File: config.mk
export PLATFORM = sky130hd
export DESIGN_NAME = ipc_comlink
export DESIGN_NICKNAME = d
export VERILOG_FILES = /design/src/rtl/ipc_comlink.sv
export SDC_FILE = /design/constraint.sdc
export NUM_CORES = 1
export LEC_CHECK = 0
export ABC_AREA = 0
export BUFFER_PORTS_ARGS = -buffer_cell sky130_fd_sc_hd__buf_2
export CORE_ASPECT_RATIO = 0.8
export CORE_UTILIZATION = 65
export CTS_BUF_LIST = sky130_fd_sc_hd__clkbuf_8
export DETAILED_ROUTE_END_ITERATION = 12
export PLACE_DENSITY = 0.95
export SLEW_MARGIN = 20
export SYNTH_ARGS = -nofsm -noshare
export SYNTH_HDL_FRONTEND = slang
export SYNTH_SLANG_ARGS = --single-unit
File: constraint.sdc
create_clock -name clk -period 4.7 [get_ports clk]
set_input_delay 0.94 -clock clk [delete_from_list [all_inputs] [get_ports clk]]
set_output_delay 0.94 -clock clk [all_outputs]
set_load 0.01 [all_outputs]
File: src/rtl/ipc_comlink.sv
// ipc_comlink: IPC-side COMCTRL/COMDATA link endpoint; strobes host frames, assembles RX words, shifts out reply bits
module ipc_comlink #(
    parameter int PULSE_W = 8,
    parameter int SETUP   = 4,
    parameter int SYNC    = 2,
    parameter int TIMEOUT = 1024
) (
    input  logic       clk,
    input  logic       reset,
    input  logic       ce,
    input  logic       comdata_in,
    output logic       comctrl,
    output logic       comdata_out,
    input  logic [3:0] rx_len,
    output logic [7:0] rx_data,
    output logic       rx_valid,
    input  logic       tx_load,
    input  logic [7:0] tx_data,
    input  logic [3:0] tx_len,
    output logic       tx_busy,
    output logic       err
);
    localparam logic [2:0] S_IDLE    = 3'd0;
    localparam logic [2:0] S_STROBE1 = 3'd1;
    localparam logic [2:0] S_SETUP   = 3'd2;
    localparam logic [2:0] S_STROBE2 = 3'd3;
    localparam logic [2:0] S_RECOVER = 3'd4;
    localparam logic [15:0] PW_END = 16'(PULSE_W - 1);
    localparam logic [15:0] SU_END = 16'(SETUP - 1);
    localparam logic [15:0] TO_END = 16'(TIMEOUT - 1);
    localparam logic [3:0]  SY_END = 4'(SYNC - 1);
    logic [2:0]  state;
    logic [15:0] cnt;
    logic [3:0]  sync_cnt;
    logic [7:0]  rx_sh;
    logic [3:0]  rx_cnt;
    logic [3:0]  rx_len_q;
    logic        len_ok;
    logic [7:0]  tx_sh;
    logic [3:0]  tx_rem;
    logic [3:0]  rx_len_eff;
    logic [3:0]  tx_len_eff;
    logic [3:0]  cur_len;
    logic        start;
    logic        last_bit;
    logic        accept;
    assign comctrl    = !(state == S_STROBE1 || state == S_STROBE2);
    assign rx_len_eff = (rx_len == 4'd0) ? 4'd8 : rx_len;
    assign tx_len_eff = (tx_len == 4'd0) ? 4'd8 : tx_len;
    // word length is taken live for the very first bit after reset, then from the latched copy
    assign cur_len    = len_ok ? rx_len_q : rx_len_eff;
    assign start      = state == S_IDLE && !comdata_in && sync_cnt == SY_END;
    assign last_bit   = rx_cnt + 4'd1 == cur_len;
    // a load is also taken on the very edge that drives the final reply bit
    assign accept     = tx_load && (!tx_busy || (start && tx_rem == 4'd1));

    // link FSM with one shared phase counter; RX assembly and TX shifting ride on its transitions
    always_ff @(posedge clk or posedge reset) begin
        if (reset) begin
            state       <= S_IDLE;
            cnt         <= '0;
            sync_cnt    <= '0;
            err         <= 1'b0;
            rx_sh       <= '0;
            rx_cnt      <= '0;
            rx_len_q    <= '0;
            len_ok      <= 1'b0;
            rx_data     <= '0;
            rx_valid    <= 1'b0;
            tx_sh       <= '0;
            tx_rem      <= '0;
            tx_busy     <= 1'b0;
            comdata_out <= 1'b1;
        end else if (ce) begin
            rx_valid <= 1'b0;
            case (state)
                S_IDLE: begin
                    sync_cnt <= (comdata_in || start) ? 4'd0 : sync_cnt + 4'd1;
                    if (start) begin
                        state       <= S_STROBE1;
                        cnt         <= '0;
                        err         <= 1'b0;
                        comdata_out <= tx_busy ? tx_sh[7] : 1'b1;
                        if (tx_busy) begin
                            tx_sh   <= tx_sh << 1;
                            tx_rem  <= tx_rem - 4'd1;
                            tx_busy <= tx_rem != 4'd1;
                        end
                    end
                end
                S_STROBE1: begin
                    cnt <= (cnt == PW_END) ? 16'd0 : cnt + 16'd1;
                    if (cnt == PW_END) state <= S_SETUP;
                end
                S_SETUP: begin
                    cnt <= (cnt == SU_END) ? 16'd0 : cnt + 16'd1;
                    if (cnt == SU_END) begin
                        state    <= S_STROBE2;
                        rx_sh    <= last_bit ? 8'd0 : {rx_sh[6:0], comdata_in};
                        rx_cnt   <= last_bit ? 4'd0 : rx_cnt + 4'd1;
                        rx_valid <= last_bit;
                        if (last_bit) rx_data <= {rx_sh[6:0], comdata_in};
                        if (last_bit || !len_ok) begin
                            rx_len_q <= rx_len_eff;
                            len_ok   <= 1'b1;
                        end
                    end
                end
                S_STROBE2: begin
                    cnt <= (cnt == PW_END) ? 16'd0 : cnt + 16'd1;
                    if (cnt == PW_END) state <= S_RECOVER;
                end
                S_RECOVER: begin
                    cnt <= (comdata_in || cnt == TO_END) ? 16'd0 : cnt + 16'd1;
                    if (comdata_in || cnt == TO_END) state <= S_IDLE;
                    if (!comdata_in && cnt == TO_END) err <= 1'b1;
                end
                default: state <= S_IDLE;
            endcase
            if (accept) begin
                tx_sh   <= tx_data << (4'd8 - tx_len_eff);
                tx_rem  <= tx_len_eff;
                tx_busy <= 1'b1;
            end
        end
    end
endmodule

==> results of run 1 <==
power by group through the flow:
stage	logic [uW]	clock network, uW	registers [uW]
after detailed placement	506	0	761
after global routing	576	516	777
after CTS	511	489	754
after floorplan	412	0	721
final	511	486	758
after global placement	481	0	754
worst max-delay path: cells and delay by family:
| family | cells | cell delay, ps |
|---|---|---|
| mux | 2 | 610 |
| compound gates | 1 | 260 |
| simple gates | 3 | 930 |
| fa+ha+maj | 1 | 270 |
| buf+inv | 2 | 260 |
cell families (layout without fill, tap and decap cells):
| kind of cell | count (synthesis) | after routing | share of synthesized area |
|---|---|---|---|
| and+or+nand+nor | 143 | 143 | 0.202 |
| AOI/OAI and AO/OA | 106 | 106 | 0.202 |
| DFF | 63 | 63 | 0.444 |
| muxes | 25 | 25 | 0.0793 |
| buffers and inverters | 24 | 58 | 0.0285 |
| xor gates and xnor gates | 8 | 8 | 0.0197 |
| adders and majority gates | 7 | 7 | 0.0247 |
layer usage:
| layer | global-route usage | share of wire |
|---|---|---|
| met5 | 0 | 0 |
| met4 | 0.0975 | 0.012 |
| met3 | 0.0808 | 0.062 |
| met2 | 0.494 | 0.49 |
| met1 | 0.386 | 0.44 |
through the flow:
stage / setup slack, ps / area [um2]
6_report: 1650 / 3940
5_1_grt: 1380 / 3940
4_1_cts: 1660 / 3940
3_5_place_dp: 1310 / 3730
3_3_place_gp: 1370 / 3730
2_1_floorplan: 1410 / 3550
registers in the layout, indices dropped and copies added, names as in the netlist:
name         flops
err              1
rx_valid         1
tx_busy          1
rx_cnt           4
cnt             16
sync_cnt         4
rx_len_q         4
state            3
tx_rem           4
rx_data          8
tx_sh            8
comdata_out      1
rx_sh            7
len_ok           1
how the worst max path moves through the flow:
stage	startpoint	to	slack [ps]	cells past startpoint
floorplan	tx_len[0]	tx_sh[6]$_DFFE_PP0P_	1410	10
global placement	comdata_in	cnt[9]$_DFFE_PP0P_	1370	6
detailed placement	tx_len[0]	tx_sh[6]$_DFFE_PP0P_	1310	9
CTS	cnt[0]$_DFFE_PP0P_	rx_data[7]$_DFFE_PP0P_	1660	6
global route	cnt[0]$_DFFE_PP0P_	rx_data[4]$_DFFE_PP0P_	1380	6
finish	tx_len[0]	tx_sh[6]$_DFFE_PP0P_	1650	9
area by class of cell:
cell class                      instances  area, um2
Tap cell                               62       77.6
Clock inverter                          6       68.8
Sequential cell                        63       1580
Inverter                                7       26.3
Multi-Input combinational cell        289       1870
Timing Repair Buffer                   35        180
Clock buffer                           10        138
Fill cell                             334       1180
placed cells by master (no fill, tap or decap), drive strengths merged, types with 5 or more instances in the layout:
master	instances
dfrtp	62
nand2	43
o21ai	35
buf	35
nor2	33
mux2	15
a22o	14
nand3	13
a21o	13
nor3	13
a21oi	12
clkbuf	10
mux2i	9
and3	8
inv	8
nor2b	7
ha	7
xnor2	5
nand2b	5
a31oi	5
==> results.md, run 1 <==
- Post-route ant nets: 0
- Total GRT Usage: 0.297
- Crit path required time: 4930 ps
- Hold path endpoint: tx_sh[2]$_DFFE_PP0P_
- Initial DRC count: 326
- Diode count: 0
- Detail Placement HPWL: 5280 um
- WL per Instance: 16.4 um
- GRT overflow: 0
- Latest clock arrival within the worst-skew pair: 350 ps
- Hold Path Origin: tx_sh[2]$_DFFE_PP0P_
- Highest Clock Rate: 0.328 GHz
- Post-cts gate resize count: 0
- Final setup fails: 0
- Failing checks: DRC
- Peak supply drop: 0.275 mV
- Tcrit/Tclk final: 0.648
- Pwr Total: 1750 uW
- DRT Pass-1 Iters: 12
- Final Core Density: 0.769
- CTS tree: built
- Via-to-Cell Ratio: 6.42
- Die ar.: 5760 um2
- Die width: 84.6 um
- Reg2reg setup slack: 1660 ps
- CP cell instances: buf_2, inv_1, ha_1, or3b_2, nand2_1, mux4_2, mux2_2, a221oi_1, nor2_1
- Crit start category: primary input
- Max-Cap Viols: 0
- Fraction of registers with async set/reset: 1.00
- Port bufs: 33
- Sw Ratio: 0.364
- Hold crit path type: flip-flop to flip-flop
- Sequential area share after synthesis: 0.444
- Mapped Area: 3550 um2
- Global-route wire length before repair: 13100 um
- Fin crit period: 3050 ps
- Power Internal: 1120 uW
- CTS max path bufs: 2
- Drt total wl: 7720 um
- Synth area leader: dfrtp_1
- YS warnings: 0
- Arrival @ worst endpoint: 3280 ps
- Part of the power in the clock network: 0.277
- Worst R2R End: rx_data[7]$_DFFE_PP0P_
- Syn nets: 404
- DRC violations left: 2
- Mean post-synth cell area: 9.44 um2
- P&R area growth vs syn: 11.0%
- Vias in the first global route: 2809
- Most common cell in the netlist: dfrtp_1
- Reg power frac: 0.432
- Slew Viols, Final: 0
- Row count: 23
- Starting density of the core: 0.693
- Top cells by count, synth: dfrtp_1 (62), nand2_1 (43), o21ai_0 (35)
- Clock buffer count from CTS: 9
- Top post-synthesis cells by area: dfrtp_1 (44%), o21ai_0 (4.9%), mux2_2 (4.8%), nand2_1 (4.5%), a22o_1 (3.5%)
- Worst Setup Path Type: primary input to flip-flop
- Most used DFF post-synth: dfrtp_1
- Depth of the CTS H-tree: 3
- Yosys reg bits: 63
- Final hold viol count: 0
- Switching Power: 639 uW
- Hold Slack: 492 ps
- Clk root buf: clkbuf_8
- Final cell count without fillers: 472
- Layout cells sized above 1: 0.195
- Vias: 3031
- R2r startpoint: cnt[0]$_DFFE_PP0P_
- RSZ-0062 raised after global routing: false
- Cells after DPL: 456
- Final net count: 433
- Setup_tns: 0 ps
- Fraction of synthesized cell area taken by the top area cell type: 0.437
- Clk_skew: 5.82 ps
- Pin count of the biggest net entering global routing: 64
- Post-synth EDFFs: 0
- Logic pwr share: 0.291
- Worst-Margin Slew: 851 ps
- Total leakage power: 0.00183 uW
- Clock-pin slew on the worst setup and hold paths: 70 ps
- Die height: 68.1 um
- Max incr delay on CP: 540 ps
- # hold bufs at CTS: 0
- CP max stage cell: or3b_2
- Slew margin rel.: 0.431
- Initial antenna violation count: 0
- Pwr per Cell Area: 445 nW/um2
- Sink Count: 63
- Worst r2r path cells: 6
- I/O Pins: 34
- Core area: 5120 um2
- Distinct cells, synth: 52
- Hold Path Depth: 2
- GP Congestion: 0.893
- Setup crit end kind: flip-flop
- Post-CTS Setup Bufs: 0
- Cells after Synth: 376
- Status: finished, violations left
- CP max FO: 11
No activity file was read; power rests on OpenSTA's default activity.
==> run 2: changes to the inputs <==
Settings changed: CORE_UTILIZATION 65 to 61, PLACE_DENSITY 0.95 to 0.91.
Clock period 4.7 ns to 3.1 ns, I/O delays scaled along.
==> results.md, run 2 (synthesis gave the netlist of run 1 again) <==
- # hold bufs at CTS: 0 (unchanged)
- Worst r2r path cells: 9 (was 6)
- DRC violations left: 0 (was 2)
- CTS max path bufs: 2 (unchanged)
- Die width: 87.3 um (was 84.6 um)
- CP max FO: 9 (was 11)
- CP cell instances: inv_1, ha_1, or4b_2, o31ai_2, nand2_1, buf_4, nor2_1, a31oi_1, o22a_1 (was buf_2, inv_1, ha_1, or3b_2, nand2_1, mux4_2, mux2_2, a221oi_1, nor2_1)
- GRT overflow: 0 (unchanged)
- CTS tree: built (unchanged)
- Clk root buf: clkbuf_8 (unchanged)
- R2r startpoint: sync_cnt[1]$_DFFE_PP0P_ (was cnt[0]$_DFFE_PP0P_)
- Post-route ant nets: 0 (unchanged)
- Most frequent cells in the layout: dfrtp_1 (62), nand2_1 (43), o21ai_0 (35) (unchanged)
- Setup crit end kind: flip-flop (unchanged)
- Layout cells sized above 1: 0.206 (was 0.195)
- Post-CTS Setup Bufs: 0 (unchanged)
- Total GRT Usage: 0.288 (was 0.297)
- Port bufs: 33 (unchanged)
- Max-Cap Viols: 0 (unchanged)
- Highest Clock Rate: 0.369 GHz
- Fin crit period: 2710 ps
- Die ar.: 6130 um2 (was 5760 um2)
- Drt total wl: 8210 um (was 7720 um)
- Initial antenna violation count: 0 (unchanged)
- Biggest regs: cnt (16), rx_data (8), tx_sh (8) (unchanged)
- Final hold viol count: 0 (unchanged)
- Depth of the CTS H-tree: 3 (unchanged)
- GP Congestion: 0.988 (was 0.893)
- Post-cts gate resize count: 0 (unchanged)
- Status: finished, final reports clean (was finished, violations left)
- Diode count: 0 (unchanged)
- Max incr delay on CP: 660 ps (was 540 ps)
- Pin count of the biggest net entering global routing: 29 (was 64)
- Total leakage power: 0.00188 uW (was 0.00183 uW)
- Row count: 24 (was 23)
- Tcrit/Tclk final: 0.875
- Biggest register: cnt (unchanged)
- Max reg flops: 16 (unchanged)
- Top delay family on crit path: simple AND/OR/NAND/NOR gates (unchanged)
- Clock-pin slew on the worst setup and hold paths: 70 ps (about the same)
- P&R area growth vs syn: 13.8% (was 11.0%)
- Detail Placement HPWL: 5790 um (was 5280 um)
- Via-to-Cell Ratio: 6.33 (was 6.42)
- Setup_tns: 0 ps (unchanged)
- Slew Viols, Final: 0 (unchanged)
- Crit path required time: 3330 ps (was 4930 ps)
- Worst-Margin Slew: 783 ps (was 851 ps)
- Clk_skew: 14.1 ps (was 5.82 ps)
- Final net count: 440 (was 433)
- CP max stage cell: or4b_2 (was or3b_2)
- Die height: 70.2 um (was 68.1 um)
- Clock buffer count from CTS: 9 (unchanged)
- Final Core Density: 0.732 (was 0.769)
- WL per Instance: 16.6 um (was 16.4 um)
- RSZ-0062 raised after global routing: false (unchanged)
- Vias: 3132 (was 3031)
- Reg2reg setup slack: 390 ps (was 1660 ps)
- Vias in the first global route: 2909 (was 2809)
- Final setup fails: 0 (unchanged)
- Peak supply drop: 0.370 mV (was 0.275 mV)
- I/O Pins: 34 (unchanged)
- Global-route wire length before repair: 13600 um (was 13100 um)
- Bufs and invs on worst path: 2 (unchanged)
- Core area: 5530 um2 (was 5120 um2)
- Most common cell after layout, fill and taps aside: dfrtp_1 (unchanged)
- Worst R2R End: tx_rem[2]$_DFFE_PP0P_ (was rx_data[7]$_DFFE_PP0P_)
- Crit start category: flip-flop (was primary input)
- Worst Setup Path Type: flip-flop to flip-flop (was primary input to flip-flop)
- Latest clock arrival within the worst-skew pair: 340 ps (was 350 ps)
- Starting density of the core: 0.643 (was 0.693)
- Arrival @ worst endpoint: 2940 ps (was 3280 ps)
- Sink Count: 63 (unchanged)
- Slew margin rel.: 0.476 (was 0.431)
- Pwr per Cell Area: 701 nW/um2 (was 445 nW/um2)
- Hold crit path type: primary input to async pin (was flip-flop to flip-flop)
- DRT Pass-1 Iters: 5 (was 12)
- Fillers: 388 (was 334)
- Initial DRC count: 264 (was 326)
-- run 2: per-layer routing --
| layer | wire [um] | GRT usage | part of all wire |
|---|---|---|---|
| met4 | 110 | 0.109 | 0.013 |
| met3 | 490 | 0.0615 | 0.060 |
| met2 | 3900 | 0.438 | 0.47 |
| met1 | 3710 | 0.405 | 0.45 |
| met5 | 0 | 0 | 0 |
-- run 2: through the flow --
step	hold slack, ps	total power (uW)	area [um2]	setup slack (ps)	std cells
global route	252	2990	4040	228	495
CTS	226	2820	4040	402	495
detailed placement	478	1970	3810	217	479
finish	226	2830	4040	388	495
global placement	460	1910	3810	337	479
floorplan	444	1720	3550	134	376
-- run 2: final cells by class --
| type | instances | area, um2 | share of cell area |
|---|---|---|---|
| multi-input combinational | 289 | 1870 | 0.463 |
| sequential | 63 | 1580 | 0.390 |
| timing repair buffer | 42 | 233 | 0.0576 |
| clock buffer | 9 | 124 | 0.0306 |
| clock inverter | 7 | 113 | 0.0279 |
| tap | 78 | 97.6 | 0.0241 |
| inverter | 7 | 26.3 | 0.00650 |
-- run 2: how the worst max path moves through the flow --
stage | endpoint | slack [ps] | start | cells past startpoint
2_1_floorplan | tx_sh[6]$_DFFE_PP0P_ | 130 | tx_len[0] | 10
3_3_place_gp | tx_sh[5]$_DFFE_PP0P_ | 340 | tx_len[0] | 9
3_5_place_dp | tx_sh[6]$_DFFE_PP0P_ | 220 | tx_len[0] | 9
4_1_cts | rx_data[4]$_DFFE_PP0P_ | 400 | cnt[0]$_DFFE_PP0P_ | 6
5_1_grt | rx_data[4]$_DFFE_PP0P_ | 230 | cnt[0]$_DFFE_PP0P_ | 6
6_report | tx_rem[2]$_DFFE_PP0P_ | 390 | sync_cnt[1]$_DFFE_PP0P_ | 9
-- run 2: where the power goes --
group | switching (uW) | internal (uW)
Sequential | 179 | 978
Clock | 323 | 530
Combinational | 482 | 342
Total | 984 | 1850
